==> src/rtl/car_sensor_pkg.sv <==
// car_sensor_pkg
// Shared types and constants for the two-sensor (outer/inner) car event driver.
//   state_t      : driver FSM states
//   DIR_*        : direction encoding (1 = enter, 0 = exit)
//   ENTER_/EXIT_ : {outer,inner} patterns for phases P1..P3, CLEAR for idle/gap
//   pattern()    : maps a state and direction to its {outer,inner} pattern
package car_sensor_pkg;

  typedef enum logic [2:0] {
    IDLE,
    P1,
    P2,
    P3,
    GAP
  } state_t;

  localparam logic DIR_ENTER = 1'b1;
  localparam logic DIR_EXIT  = 1'b0;

  // {outer, inner}. Consecutive phases differ in exactly one bit.
  localparam logic [1:0] ENTER_P1 = 2'b10;
  localparam logic [1:0] ENTER_P2 = 2'b11;
  localparam logic [1:0] ENTER_P3 = 2'b01;
  localparam logic [1:0] EXIT_P1  = 2'b01;
  localparam logic [1:0] EXIT_P2  = 2'b11;
  localparam logic [1:0] EXIT_P3  = 2'b10;
  localparam logic [1:0] CLEAR    = 2'b00;

  function automatic logic [1:0] pattern(input state_t s, input logic d);
    logic [1:0] p;
    p = CLEAR;
    if (d == DIR_ENTER) begin
      case (s)
        P1:      p = ENTER_P1;
        P2:      p = ENTER_P2;
        P3:      p = ENTER_P3;
        default: p = CLEAR;
      endcase
    end else if (d == DIR_EXIT) begin
      case (s)
        P1:      p = EXIT_P1;
        P2:      p = EXIT_P2;
        P3:      p = EXIT_P3;
        default: p = CLEAR;
      endcase
    end
    return p;
  endfunction

endpackage

==> src/rtl/car_sensor_driver.sv <==
// car_sensor_driver
// Generates the outer/inner photo-sensor waveform of one car entering or
// exiting. Each of P1, P2, P3 and the trailing GAP is held for DWELL cycles.
//   clk     : system clock, rising edge
//   reset   : asynchronous, active-low
//   start   : request one car event (accepted only while ready)
//   dir     : 1 = enter, 0 = exit, sampled on the accept edge
//   abort   : cancel an in-flight event (honoured in P1..P3 only)
//   ready   : high in IDLE
//   busy    : high outside IDLE (~ready)
//   outer   : outer sensor, 1 = blocked (registered)
//   inner   : inner sensor, 1 = blocked (registered)
//   done    : one-cycle pulse on the last GAP cycle of a completed event
//   aborted : one-cycle pulse on the last GAP cycle of a cancelled event
module car_sensor_driver
  import car_sensor_pkg::*;
#(
  parameter int unsigned DWELL = 4
) (
  input  logic clk,
  input  logic reset,
  input  logic start,
  input  logic dir,
  input  logic abort,
  output logic ready,
  output logic busy,
  output logic outer,
  output logic inner,
  output logic done,
  output logic aborted
);

  localparam int CW = $clog2(DWELL + 1);
  localparam logic [CW-1:0] LAST = CW'(DWELL - 1);

  if (DWELL < 1 || DWELL > 65535) begin : g_bad_dwell
    $error("car_sensor_driver: DWELL must be in 1..65535");
  end

  state_t        state, state_n;
  logic [CW-1:0] cnt, cnt_n;
  logic          dir_q, dir_n;
  logic          abort_flag, abort_flag_n;
  logic [1:0]    oi_n;
  logic          last;

  assign last = (cnt == LAST);

  // NOTE: every signal driven here gets a default first so no path leaves it
  // unassigned; otherwise synthesis infers a latch.
  always_comb begin
    state_n      = state;
    cnt_n        = cnt + 1'b1;
    dir_n        = dir_q;
    abort_flag_n = abort_flag;

    unique case (state)
      IDLE: begin
        cnt_n = '0;
        // start has priority over abort here; abort is simply not looked at.
        if (start) begin
          state_n = P1;
          dir_n   = dir;
        end
      end
      P1, P2, P3: begin
        if (abort) begin
          state_n      = GAP;
          cnt_n        = '0;
          abort_flag_n = 1'b1;
        end else if (last) begin
          state_n = (state == P1) ? P2 : (state == P2) ? P3 : GAP;
          cnt_n   = '0;
        end
      end
      GAP: begin
        if (last) begin
          state_n      = IDLE;
          cnt_n        = '0;
          abort_flag_n = 1'b0;
        end
      end
      default: begin
        state_n      = IDLE;
        cnt_n        = '0;
        abort_flag_n = 1'b0;
      end
    endcase

    oi_n = pattern(state_n, dir_n);
  end

  // Outputs are computed from the next state so that, once registered, they
  // line up with the state they describe (e.g. done lands on the last GAP
  // cycle, including DWELL=1 where GAP is a single cycle).
  // NOTE: sequential state uses non-blocking assignments so all registers
  // update together from pre-edge values.
  always_ff @(posedge clk or negedge reset) begin
    if (!reset) begin
      state      <= IDLE;
      cnt        <= '0;
      dir_q      <= 1'b0;
      abort_flag <= 1'b0;
      ready      <= 1'b1;
      outer      <= 1'b0;
      inner      <= 1'b0;
      done       <= 1'b0;
      aborted    <= 1'b0;
    end else begin
      state      <= state_n;
      cnt        <= cnt_n;
      dir_q      <= dir_n;
      abort_flag <= abort_flag_n;
      ready      <= (state_n == IDLE);
      outer      <= oi_n[1];
      inner      <= oi_n[0];
      done       <= (state_n == GAP) && (cnt_n == LAST) && !abort_flag_n;
      aborted    <= (state_n == GAP) && (cnt_n == LAST) &&  abort_flag_n;
    end
  end

  assign busy = ~ready;

endmodule

==> config.mk <==
export PLATFORM = sky130hd
export DESIGN_NAME = car_sensor_driver
export DESIGN_NICKNAME = d
export VERILOG_FILES = /design/src/rtl/car_sensor_pkg.sv /design/src/rtl/car_sensor_driver.sv
export SDC_FILE = /design/constraint.sdc
export NUM_CORES = 1
export LEC_CHECK = 0
export CAP_MARGIN = 20
export CORE_AREA = 3 3 40 42
export DETAILED_ROUTE_END_ITERATION = 10
export DIE_AREA = 0 0 43 45
export PLACE_DENSITY = 0.76
export SYNTH_ARGS = -nofsm -noshare
export SYNTH_HDL_FRONTEND = slang
export SYNTH_SLANG_ARGS = --single-unit
==> constraint.sdc <==
create_clock -name clk -period 2.53 [get_ports clk]
set_input_delay 0.759 -clock clk [delete_from_list [all_inputs] [get_ports clk]]
set_output_delay 0.759 -clock clk [all_outputs]
set_load 0.05 [all_outputs]
==> impl_results.md, run 1 <==
- Post-CTS Setup Inserts: 0
- Core region area: 1280 sq um
- CTS Buf Count: 3
- Design Area, Final: approximately 800 sq um
- Placement Setup Slack: 0.185 ns
- I/O Buffers: 10
- Tightest Pin Transition: ~0.56 ns
- Maximum root-to-sink buffer count: 2
- Synth async-reset ratio: 1.00
- Die height: 45 um
- Synth top area share: 0.446
- Critical Path End Type: output pin
- Synthesized instance count: 62
- Final setup fails: 0
- DRT Pass-1 Iters: 4
- Drt total wl: 1150 um
- TritonCTS clock tree: done
- Die X: 43 um
- Pwr dens: 1130 nW/um^2
- TritonCTS Sinks: 13
- Buf/Inv on CP: 1
- Count leader, synth: dfrtp_1
- Worst-Skew Late Latency: ~0.28 ns
- #FFs+latches synth: 13
- Leak: approximately 0.35 nW
- Die footprint: 1940 sq um
- Routed Antenna Nets: 0
- Fraction of layout cells with a size suffix above 1: 0.137
- RePlAce Congestion: ~0.78
- DP Wirelength: 837 um
- CTS hold repair buffers: 0
- Initial Utilization: 0.524
- Count of cell types in the netlist: 29
- CP delay by family, top: buffers and inverters
- CP max-delay cell: clkdlybuf4s50_1
- CP Data Required Time: 1.77 ns
- Antenna cells: 0
- Max-slew violation count: 0
- Max Fclk: 423 MHz
- RSZ-0062 raised after global routing: no
- DRT iter0 DRCs: 13
- Crit Path Class: flop to output pin
- Period utilization: 0.934
- Worst hold path type: flop to flop
- Vias in the first global route: around 490
- Reg clk slew, reported paths: 0.08 ns
- Setup_tns: 0 ns
- Layout Cells excl Fill: 88
- Slowest stage delay, CP: 0.79 ns
- Post-Syn Nets: 68
- Final core utilization: 0.624
- WL/cell: about 13 um
- Status: finished, final reports clean
- Peak supply drop: 0.628 mV
- Max-cap violation count: 0
- Dpl cell area: 776 sq um
- Arr. time, crit path: 1.60 ns
- Hold violation count in the final report: 0
- Vias/cell: 5.63
- Min cycle time layout: 2.36 ns
- Post-synth top area cell: dfrtp_1
- Setup crit start kind: flop
- CP Cell Sequence: clkdlybuf4s50_1
- Io pins: 11
- GRT Total Usage: 0.148
- Post-Synthesis Cell Area: 673 sq um
- CTS H-tree lvls: 1
- Top post-synthesis cells by area: dfrtp_1, nor2b_1, mux2i_1
- Total Power: 0.909 mW
- Largest net degree at the start of global routing: 14
- Clock Skew: 0.00314 ns
- CTS Root Cell: clkbuf_4
- Fillers: between 100 and 150
- Post-cts sizing count: 0
- Synth Area per Inst: approximately 11 sq um
- GRT overflow: 0
- Critical path peak fanout: 2
- Slew margin rel.: 0.623
- Area delta synth->final: 19.1%
- Yosys warning count: 0
- Post-synth EDFFs: 0
- Dpl cells: 84
- Post-synth top cells: dfrtp_1, nor2b_1, inv_1, nor2_1
- Vias: between 400 and 500
- Layout net count: 80
- Seq/Total Area, Yosys: 0.485
- Antenna violations before repair: 0
- Most used DFF post-synth: dfrtp_1
- PnR worst setup slack: 0.167 ns
- Row cnt: 13
- DRC errors left: 0
- First-pass GRT wire length: 2110 um
- Hold WS: ~0.48 ns
## cells by family after synthesis
| family | count (synthesis) | share of synthesized area |
|---|---|---|
| and+or+nand+nor | 22 | 0.229 |
| AOI/OAI and AO/OA | 13 | 0.136 |
| DFF | 13 | 0.485 |
| buffers and inverters | 8 | 0.0576 |
| muxes | 4 | 0.0613 |
| xor gates and xnor gates | 1 | 0.0130 |
| adders and majority gates | 1 | 0.0186 |
## final timing paths
| kind | slack (ns) | cells after the start | from | to |
|---|---|---|---|---|
| hold / removal | 0.48 | 1 | cnt[0] | cnt[0] |
| max in group asynchronous | 1.32 | 1 | reset | ready |
| setup / recovery | 0.17 | 1 | ready | ready |
| setup reg to reg | 0.76 | 4 | state[0] | aborted |
| min in group asynchronous | 0.84 | 1 | reset | state[0] |
| hold reg to reg | 0.48 | 1 | cnt[0] | cnt[0] |
## flip-flops by register name, summed over array words and instances, names as in the netlist
register / cells
inner: 1
done: 1
cnt: 3
aborted: 1
dir_q: 1
outer: 1
abort_flag: 1
ready: 1
state: 3
## placed cells by master, fill, tap and decap left out, types with 3 or more instances in the layout
cell,instances
dfrtp_1,12
clkdlybuf4s50_1,10
nor2b_1,5
nor2_1,4
inv_1,4
mux2i_1,3
o21ai_0,3
nor3_1,3
clkbuf_4,3
## layer usage
metal / vias to the layer above / GRT usage / wire length [um] / part of all wire
met5: - / 0 / 0 / 0
met4: 0 / 0.108 / 38 / 0.033
met3: 5 / 0.0279 / 76 / 0.066
met2: 16 / 0.216 / 460 / 0.40
met1: 228 / 0.197 / 576 / 0.50
li1: 246 / - / - / -
## worst reg2reg max path: stages (launching register included)
cell and delay (ns):
dfrtp_1 0.48, or2_4 0.30, mux2i_1 0.18, or4b_4 0.57, nor3b_2 0.16
## cell type report
type / count / area, sq um / share of cell area
multi-input combinational: 41 / 308 / 0.384
sequential: 13 / 327 / 0.407
timing repair buffer: 11 / 108 / 0.134
tap: 15 / 18.8 / 0.0234
inverter: 4 / 15.0 / 0.0187
clock buffer: 4 / 26.3 / 0.0328
## report_power, final
group          internal, mW  total [mW]  switching (mW)
combinational         0.179       0.429           0.250
sequential            0.281       0.348          0.0676
clock                0.0612       0.131          0.0695
Note: power is estimated with default switching activity, not from simulation.
==> run 2: changes to the inputs <==
--- a/config.mk
+++ b/config.mk
@@ -9,7 +9,9 @@
 export CORE_AREA = 3 3 40 42
 export DETAILED_ROUTE_END_ITERATION = 10
 export DIE_AREA = 0 0 43 45
+export GPL_ROUTABILITY_DRIVEN = 0
 export PLACE_DENSITY = 0.76
+export SLEW_MARGIN = 25
 export SYNTH_ARGS = -nofsm -noshare
 export SYNTH_HDL_FRONTEND = slang
 export SYNTH_SLANG_ARGS = --single-unit
==> results of run 2 <==
No change in the layout: final DEF, timing and power equal those of run 1.
==> run 3: changes to the inputs <==
--- a/config.mk
+++ b/config.mk
@@ -10,7 +10,8 @@
 export DETAILED_ROUTE_END_ITERATION = 10
 export DIE_AREA = 0 0 43 45
 export GPL_ROUTABILITY_DRIVEN = 0
-export PLACE_DENSITY = 0.76
+export PLACE_DENSITY = 0.81
+export SKIP_CTS_REPAIR_TIMING = 1
 export SLEW_MARGIN = 25
 export SYNTH_ARGS = -nofsm -noshare
 export SYNTH_HDL_FRONTEND = slang
==> run 3 against run 2 <==
  * First-iteration DRC count increased by 15%
  * Flip-flop and latch count is the same
  * Critical path type unchanged
  * Register-to-register slack got worse by 0.03 ns
  * Highest routed layer unchanged
  * Core utilization unchanged
==> impl_results.md, run 3 (synthesis results as in run 1) <==
- DP Wirelength: 892 um (+6.5%)
- Vias: 499 (+0.81%)
- Tightest Pin Transition: 0.580 ns (+0.0168 ns)
- Dpl cell area: 776 sq um (unchanged)
- Largest regs: cnt: 3 flops, state: 3 flops
- Fraction of layout cells with a size suffix above 1: 0.137 (unchanged)
- Layout Cells excl Fill: 88 (unchanged)
- Placement Setup Slack: 0.147 ns (-0.0385 ns)
- CP delay by family, top: buffers and inverters
- Layout net count: 80 (unchanged)
- RSZ-0062 raised after global routing: no
- Maximum root-to-sink buffer count: 2 (unchanged)
- Vias in the first global route: 470 (-4.3%)
- I/O Buffers: 10 (unchanged)
- TritonCTS clock tree: done
- Buf/Inv on CP: 1 (unchanged)
- Routed Antenna Nets: 0 (unchanged)
- Area of the multi-input gates: 308 sq um (unchanged)
- Hold violation count in the final report: 0 (unchanged)
- Max-slew violation count: 0 (unchanged)
- DRC errors left: 0 (unchanged)
- Sequential cell area: 327 sq um (unchanged)
- CTS Root Cell: clkbuf_4
- Fillers: 103 (-18%)
- Pwr dens: 1140 nW/um^2 (+0.67%)
- Total Power: 0.915 mW (+0.67%)
- Core region area: 1280 sq um (unchanged)
- Met1 WL: 536 um (-6.9%)
- Worst Setup SP: ready
- CTS H-tree lvls: 1 (unchanged)
- Worst-Skew Late Latency: 0.28 ns (about the same)
- Setup crit start kind: flop
- Arr. time, crit path: 1.60 ns (about the same)
- Io pins: 11 (unchanged)
- Min cycle time layout: 2.36 ns (-0.00356 ns)
- Die X: 43 um (unchanged)
- PnR worst setup slack: 0.171 ns (+0.00356 ns)
- Largest net degree at the start of global routing: 14 (unchanged)
- Met3 WL: 71 um (-6.6%)
- Worst hold path type: flop to flop
- Final core utilization: 0.624 (unchanged)
- Slew margin rel.: 0.612 (-0.0112)
- Critical path peak fanout: 2 (unchanged)
- Critical Path End Type: output pin
- Peak supply drop: 0.574 mV (-8.7%)
- Hold_sp: cnt[0]
- Slowest stage delay, CP: 0.79 ns (about the same)
- Commonest non-fill, non-tap cell in the layout: dfrtp_1
- Reg clk slew, reported paths: 0.07 ns (about the same)
- DRT Pass-1 Iters: 4 (unchanged)
- Period utilization: 0.933 (-0.00141)
- WL/cell: 14.0 um (+7.1%)
- CP Cell Sequence: clkdlybuf4s50_1
- CP Data Required Time: 1.77 ns (about the same)
- Hold WS: 0.479 ns (-0.000330 ns)
- Clock Skew: 0.00820 ns (+0.00506 ns)
- Most frequent cells in the layout: dfrtp_1, clkdlybuf4s50_1, nor2b_1, nor2_1, inv_1
- Drt total wl: 1230 um (+7.1%)
- Crit Path Class: flop to output pin
- R2R Path Start: state[2]
- First-pass GRT wire length: 2060 um (-2.3%)
- Max-cap violation count: 0 (unchanged)
- Leak: 0.348 nW (unchanged)
- Vias/cell: 5.67 (+0.81%)
- GRT Total Usage: 0.153 (+0.00482)
- TritonCTS Sinks: 13 (unchanged)
- Die height: 45 um (unchanged)
- DRT iter0 DRCs: 15 (+2)
- Final setup fails: 0 (unchanged)
- Antenna cells: 0 (unchanged)
- GRT overflow: 0 (unchanged)
- Design Area, Final: 802 sq um (unchanged)
- Top Metal Used: met4
- Status: finished, final reports clean
- WL met2: 595 um (+29%)
- Dpl cells: 84 (unchanged)
- Max Fclk: 424 MHz (+0.15%)
- Row cnt: 13 (unchanged)
- CTS Buf Count: 3 (unchanged)
- Area delta synth->final: 19.1% (unchanged)
- CP max-delay cell: clkdlybuf4s50_1
- Setup_tns: 0 ns (unchanged)
- Antenna violations before repair: 0 (unchanged)
- Initial Utilization: 0.524 (unchanged)
- Die footprint: 1940 sq um (unchanged)
## run 3: cell counts in the layout (fill, tap and decap cells not counted)
Identical to the previous run, type by type.
## run 3: cell type report
type,count,area share
Clock buffer,4,0.0328
Inverter,4,0.0187
Multi-Input combinational cell,41,0.384
Sequential cell,13,0.407
Tap cell,15,0.0234
Timing Repair Buffer,11,0.134
## run 3: path summary, 6_finish.rpt
check	slack, ns	end	depth (start not counted)
worst min-delay path	0.48	cnt[0]	1
worst min register to register	0.48	cnt[0]	1
worst max register to register	0.73	aborted	4
worst max-delay path	0.17	ready	1
max in group asynchronous	1.30	cnt[0]	1
min in group asynchronous	0.84	state[0]	1
## run 3: power by group
| group | internal [mW] | total [mW] | leakage (nW) | switching [mW] |
|---|---|---|---|---|
| sequential | 0.281 | 0.351 | 0.165 | 0.0704 |
| combinational | 0.179 | 0.434 | 0.168 | 0.255 |
| clock | 0.0612 | 0.129 | 0.0150 | 0.0678 |
| total | 0.521 | 0.915 | 0.348 | 0.393 |
## run 3: per-layer routing
metal | up-vias | track usage
met5 | - | 0
met3 | 5 | 0.0398
met1 | 227 | 0.171
li1 | 246 | -
met2 | 21 | 0.254
met4 | 0 | 0.108
